<file path="src/rtl/ex_stage.sv">
// Execute stage: latches the decode bus and computes ALU, multiply and iterative divide results.
// It also issues data-SRAM requests and returns forwarding/stall info to decode.

module alu (
  input  logic [11:0] alu_op,
  input  logic [31:0] alu_src1,
  input  logic [31:0] alu_src2,
  output logic [31:0] alu_result
);
  always_comb begin
    alu_result = '0;
    if      (alu_op[0])  alu_result = alu_src1 + alu_src2;
    else if (alu_op[1])  alu_result = alu_src1 - alu_src2;
    else if (alu_op[2])  alu_result = {31'd0, $signed(alu_src1) < $signed(alu_src2)};
    else if (alu_op[3])  alu_result = {31'd0, alu_src1 < alu_src2};
    else if (alu_op[4])  alu_result = alu_src1 & alu_src2;
    else if (alu_op[5])  alu_result = ~(alu_src1 | alu_src2);
    else if (alu_op[6])  alu_result = alu_src1 | alu_src2;
    else if (alu_op[7])  alu_result = alu_src1 ^ alu_src2;
    else if (alu_op[8])  alu_result = alu_src1 << alu_src2[4:0];
    else if (alu_op[9])  alu_result = alu_src1 >> alu_src2[4:0];
    else if (alu_op[10]) alu_result = $signed(alu_src1) >>> alu_src2[4:0];
    else if (alu_op[11]) alu_result = alu_src2;
  end
endmodule

module ex_stage (
  input  logic         clk,
  input  logic         reset,
  input  logic         ID_to_EX_Valid,
  input  logic [160:0] ID_to_EX_Bus,
  output logic         EX_Allow_in,
  input  logic         ME_Allow_in,
  output logic         EX_to_ME_Valid,
  output logic [74:0]  EX_to_ME_Bus,
  output logic [4:0]   EX_dest,
  output logic [31:0]  EX_Forward_Res,
  output logic         EX_to_ID_Ld_op,
  output logic         data_sram_en,
  output logic [3:0]   data_sram_we,
  output logic [31:0]  data_sram_addr,
  output logic [31:0]  data_sram_wdata
);
  typedef enum logic [1:0] {DIV_IDLE, DIV_BUSY, DIV_DONE} div_state_t;

  logic         ex_valid;
  logic [160:0] ex_bus;
  logic         ex_ready_go;

  logic         mem_is_byte, mem_is_half, src_is_signed;
  logic [15:0]  alu_op;
  logic [31:0]  pc, imm, rj_value, rkd_value;
  logic         src1_is_pc, src2_is_imm, res_from_mem, gr_we;
  logic [3:0]   mem_we;
  logic [4:0]   dest;

  assign mem_is_byte   = ex_bus[160];
  assign mem_is_half   = ex_bus[159];
  assign src_is_signed = ex_bus[158];
  assign alu_op        = ex_bus[156:141];
  assign pc            = ex_bus[140:109];
  assign imm           = ex_bus[108:77];
  assign rj_value      = ex_bus[76:45];
  assign rkd_value     = ex_bus[44:13];
  assign src1_is_pc    = ex_bus[12];
  assign src2_is_imm   = ex_bus[11];
  assign res_from_mem  = ex_bus[10];
  assign gr_we         = ex_bus[9];
  assign mem_we        = ex_bus[8:5];
  assign dest          = ex_bus[4:0];

  logic [31:0] src1, src2;
  assign src1 = src1_is_pc  ? pc  : rj_value;
  assign src2 = src2_is_imm ? imm : rkd_value;

  always_ff @(posedge clk) begin
    if (reset) begin
      ex_valid <= 1'b0;
      ex_bus   <= '0;
    end else if (EX_Allow_in) begin
      ex_valid <= ID_to_EX_Valid;
      if (ID_to_EX_Valid) ex_bus <= ID_to_EX_Bus;
    end
  end

  logic [31:0] alu_result;
  alu u_alu (
    .alu_op     (alu_op[11:0]),
    .alu_src1   (src1),
    .alu_src2   (src2),
    .alu_result (alu_result)
  );

  // Sign- or zero-extend to 64 bits; the low 64 product bits are then exact for both mul and mulh.
  logic [63:0] mul_a, mul_b, mul_prod;
  assign mul_a    = {{32{src_is_signed & src1[31]}}, src1};
  assign mul_b    = {{32{src_is_signed & src2[31]}}, src2};
  assign mul_prod = mul_a * mul_b;

  // Divider
  div_state_t  div_state, div_next;
  logic [4:0]  div_count;
  logic [31:0] div_q, div_r, div_b;
  logic        div_neg_q, div_neg_r, div_by_zero;
  logic        is_div;
  logic [32:0] div_shift, div_diff;
  logic [31:0] src1_mag, src2_mag;
  logic [31:0] div_quot, div_rem;

  assign is_div    = alu_op[14] | alu_op[15];
  assign src1_mag  = (src_is_signed && src1[31]) ? -src1 : src1;
  assign src2_mag  = (src_is_signed && src2[31]) ? -src2 : src2;
  assign div_shift = {div_r, div_q[31]};
  assign div_diff  = div_shift - {1'b0, div_b};

  always_ff @(posedge clk) begin
    if (reset) div_state <= DIV_IDLE;
    else       div_state <= div_next;
  end

  always_comb begin
    div_next = div_state;
    case (div_state)
      DIV_IDLE: if (ex_valid && is_div)              div_next = DIV_BUSY;
      DIV_BUSY: if (div_count == 5'd31)              div_next = DIV_DONE;
      DIV_DONE: if (EX_to_ME_Valid && ME_Allow_in)   div_next = DIV_IDLE;
      default:                                       div_next = DIV_IDLE;
    endcase
  end

  always_ff @(posedge clk) begin
    if (reset) begin
      div_count   <= '0;
      div_q       <= '0;
      div_r       <= '0;
      div_b       <= '0;
      div_neg_q   <= 1'b0;
      div_neg_r   <= 1'b0;
      div_by_zero <= 1'b0;
    end else if (div_state == DIV_IDLE && ex_valid && is_div) begin
      div_count   <= '0;
      div_q       <= src1_mag;
      div_r       <= '0;
      div_b       <= src2_mag;
      div_neg_q   <= src_is_signed & (src1[31] ^ src2[31]);
      div_neg_r   <= src_is_signed & src1[31];
      div_by_zero <= (src2 == 32'd0);
    end else if (div_state == DIV_BUSY) begin
      div_count <= div_count + 5'd1;
      if (!div_diff[32]) begin
        div_r <= div_diff[31:0];
        div_q <= {div_q[30:0], 1'b1};
      end else begin
        div_r <= div_shift[31:0];
        div_q <= {div_q[30:0], 1'b0};
      end
    end
  end

  assign div_quot = div_by_zero ? '1 : (div_neg_q ? -div_q : div_q);
  assign div_rem  = div_neg_r ? -div_r : div_r;

  logic [31:0] ex_result;
  always_comb begin
    ex_result = alu_result;
    if      (alu_op[12]) ex_result = mul_prod[31:0];
    else if (alu_op[13]) ex_result = mul_prod[63:32];
    else if (alu_op[14]) ex_result = div_quot;
    else if (alu_op[15]) ex_result = div_rem;
  end

  // Handshake and outputs
  always_comb begin
    ex_ready_go    = !is_div || (div_state == DIV_DONE);
    EX_Allow_in    = !ex_valid || (ex_ready_go && ME_Allow_in);
    EX_to_ME_Valid = ex_valid && ex_ready_go;
    EX_to_ID_Ld_op = ex_valid && (res_from_mem || (is_div && div_state != DIV_DONE));
    EX_dest        = (ex_valid && gr_we) ? dest : 5'd0;
    EX_Forward_Res = ex_result;
    EX_to_ME_Bus   = {ex_bus[160:157], res_from_mem, gr_we, dest, pc, ex_result};
    data_sram_en   = !reset && EX_to_ME_Valid && ME_Allow_in && (res_from_mem || (|mem_we));
    data_sram_addr = ex_result;
    data_sram_we   = data_sram_en ? (mem_we << ex_result[1:0]) : 4'd0;
    if (mem_is_byte)      data_sram_wdata = {4{rkd_value[7:0]}};
    else if (mem_is_half) data_sram_wdata = {2{rkd_value[15:0]}};
    else                  data_sram_wdata = rkd_value;
  end
endmodule

</file>
<file path="config.mk">
export PLATFORM = sky130hd
export DESIGN_NAME = ex_stage
export DESIGN_NICKNAME = d
export VERILOG_FILES = /design/src/rtl/ex_stage.sv
export SDC_FILE = /design/constraint.sdc
export NUM_CORES = 2
export LEC_CHECK = 0
export ABC_AREA = 1
export BUFFER_PORTS_ARGS = -buffer_cell sky130_fd_sc_hd__buf_2
export CAP_MARGIN = 15
export CORE_MARGIN = 2
export CORE_UTILIZATION = 45
export CTS_CLUSTER_DIAMETER = 30
export DETAILED_ROUTE_END_ITERATION = 8
export GPL_TIMING_DRIVEN = 1
export RECOVER_POWER = 25
export SLEW_MARGIN = 20
export SYNTH_ARGS = -nofsm -noshare
export SYNTH_HDL_FRONTEND = slang
export SYNTH_SLANG_ARGS = --single-unit
</file>
<file path="constraint.sdc">
create_clock -name clk -period 13.65 [get_ports clk]
set_clock_uncertainty 0.1 [all_clocks]
set_input_delay 0 -clock clk [delete_from_list [all_inputs] [get_ports clk]]
set_output_delay 0 -clock clk [all_outputs]
set_load 0.01 [all_outputs]
</file>
==> impl_metrics.csv <==
group,metric,value,unit
run_status,outcome,"complete, but fails checks",
run_status,violations,"DRC, capacitance limit, slew limit",
cts,cts_tree,"built",
cells_and_area,num-nets-final,10737,
cts,postCtsSetupBuffers,0,
hold_path,hold_start,"ID_to_EX_Bus[30]",
setup_path,critPathKind,"register to primary output",
floorplanning,die_area,145000,um^2
sta,fin_crit_sh,0.850,
synthesis,synth.ff_latch_count,268,
cts,clock_tree.root_cell,"clkbuf_16",
hold_path,holdPathStages,4,
cts,clk_latency,0.64,ns
place,io_buffers,348,
cts,cts.sinks,268,
synthesis,syn_nets,10548,
cts,cts-resized-gates,0,
grt,grt-ovfl-total,0,
setup_path,rr_worst_depth,11,
cells_and_area,multi_input_area,49700,um^2
drt,vias,63744,
setup_path,rr_startpoint,"ex_bus[156]",
synthesis,synth_cells,8908,
setup_path,r2r-end,"ex_bus[5]",
synthesis,yosys_most_used_dff,"dfxtp_1",
sta,finalMaxSlewViolations,208,
cts,clk_pin_slew,0.07,ns
floorplanning,die_y,381,um
run,drv_cap,3,
drt,ant_nets,0,
cts,cts_buffer_depth,3,
sta,hold_viol,0,
setup_path,start_kind,"register",
synthesis,ys_warn_count,0,
sta,worstMarginPinSlew,3.86,ns
cells_and_area,seqCellArea,5370,um^2
cells_and_area,synthToLayoutAreaGrowth,10.3,%
setup_path,cp_max_fo,34,
cts,cts_hold_buf,192,
drt,wl,308000,um
synthesis,synth-edff-count,0,
synthesis,netlist_area,64000,um^2
drt,wl_per_cell,27.9,um
floorplanning,core,141000,um^2
setup_path,required,13.55,ns
sta,fmax,0.0862,GHz
setup_path,endpoint_kind,"primary output",
setup_path,cp_common_cell,"fa_1",
drt,drt_iter0_drc,7094,
sta,setup_viol,0,
hold_path,hp-class,"primary input to register",
grt,grt_pass1_vias,63328,
floorplanning,num_io_pins,349,
setup_path,r2r_setup_slack,5.84,ns
sta,grt_setup_unrepaired,"false",
synthesis,synth.distinct_cells,67,
setup_path,crit_arrival,11.51,ns
cells_and_area,drive_above_1_share,0.0788,
drt,vias_per_cell,5.77,
cts,cts_buffers,51,
setup_path,cpMaxStageDelayCell,"xor2_1",
place,place_congestion,1.07,
setup_path,cp_slowest_stage_delay,0.71,ns
grt,grt_pass1_wl,442000,um
cells_and_area,n_fill_cell,14362,
synthesis,async_reset_ff_frac,0,
grt,grt_max_degree,117,
sta,slew_headroom,-1.57,
drt,remaining_drc_errors,3,
place,dpl.hpwl,239000,um
grt,antenna_found_initial,25,
floorplanning,fp.dieW,381,um
synthesis,avgSynthCellArea,7.19,um^2
floorplanning,initial_core_util,0.453,
synthesis,seq_area_frac_synth,0.0838,
cts,cts_max_level,2,
drt,dr.pass1.iters,9,
sta,finalSetupTns,0,ns
hold_path,holdPathEnd,"ex_bus[30]",
floorplanning,rows,138,
sta,min_period,11.61,ns
grt,grtUsageTotal,0.421,
[worst max path at each step]
stage | slack, ns | endpoint | startpoint
floorplan | 4.74 | EX_to_ME_Bus[31] | ex_bus[12]
global placement | 2.80 | EX_to_ME_Bus[29] | ex_bus[12]
detailed placement | 2.80 | EX_to_ME_Bus[29] | ex_bus[12]
CTS | 2.10 | EX_to_ME_Bus[29] | ex_bus[12]
global route | 1.44 | data_sram_addr[31] | ex_bus[12]
finish | 2.04 | data_sram_we[3] | ex_bus[11]
[layer usage]
layer	vias up	track usage	part of all wire
li1	27537	-	-
met1	31588	0.542	0.39
met2	3686	0.610	0.41
met3	891	0.128	0.12
met4	42	0.274	0.080
met5	-	0.0155	0.0018
[cells in the final DEF, fill, tap and decap left out, drive strengths merged, types with 49 or more instances in the layout]
cell            n
dfxtp         268
fa           1128
a31oi          68
dlygate4sd3   192
o21ai         628
or2            68
nor3           63
o22ai          49
ha            347
clkbuf        143
nor2          870
a21oi         569
buf           444
xor2           88
nand3         240
nand2        1982
inv          1676
[through the flow]
step | util | instance area (um^2) | worst slack, ns | std cells | hold WS [ns]
CTS | 0.500 | 70700 | 2.10 | 11029 | 0.0358
floorplan | - | 64000 | 4.74 | 8908 | 0.0667
global placement | 0.473 | 66900 | 2.80 | 10741 | 0.152
finish | 0.499 | 70600 | 2.04 | 11040 | 0.0432
detailed placement | 0.473 | 66900 | 2.80 | 10741 | 0.159
global route | 0.499 | 70500 | 1.44 | 11030 | 0.0713
[worst max-delay path, delay by kind of cell, from the launching register on]
family	cells	cell delay, ns
AOI/OAI and AO/OA	7	1.61
xor gates and xnor gates	1	0.71
adders and majority gates	10	4.72
buffers and inverters	12	2.42
DFF	1	0.31
and+or+nand+nor	6	0.94
[registers in the layout (all words and copies together), names as in the netlist, 2 cells and up]
register / cells
div_b: 32
div_r: 32
ex_bus: 161
div_state: 2
div_q: 32
div_count: 5
[cell usage after synthesis (24+ instances only)]
cell type | n | area, um^2
nand2_1 | 1972 | 7400
inv_1 | 1647 | 6180
fa_1 | 1128 | 22600
nor2_1 | 857 | 3220
a21oi_1 | 569 | 2850
o21ai_0 | 565 | 2830
ha_1 | 347 | 4340
clkbuf_1 | 324 | 1220
dfxtp_1 | 268 | 5370
nand3_1 | 237 | 1190
buf_4 | 118 | 886
xor2_1 | 88 | 771
buf_1 | 80 | 300
a31oi_1 | 68 | 425
or2_2 | 56 | 350
buf_2 | 54 | 270
nor3_1 | 54 | 270
o22ai_1 | 49 | 307
xnor2_1 | 48 | 420
o21ai_1 | 45 | 225
o211ai_1 | 43 | 323
nand4_1 | 24 | 150
[kinds of logic (layout without fill, tap and decap cells)]
kind of cell               after synthesis  after routing  share of synthesized area
DFF                                    268            268                     0.0838
muxes                                   14             14                    0.00231
adders and majority gates             1475           1475                      0.421
and+or+nand+nor                       3280           3280                      0.207
other                                    0             10                          0
buffers and inverters                 2263           2495                      0.142
AOI/OAI and AO/OA                     1472           1472                      0.126
xor gates and xnor gates               136            136                     0.0186
[layout make-up]
class | instances | share of cell area
multi-input combinational | 6377 | 0.705
inverter | 1680 | 0.0895
sequential | 268 | 0.0761
timing repair buffer | 719 | 0.0694
tap | 1890 | 0.0335
clock buffer | 60 | 0.0194
clock inverter | 36 | 0.00684
antenna | 10 | 0.000355
Power is not shown: default switching activity piles up to over one toggle a cycle in this logic, so the estimate is an artifact.
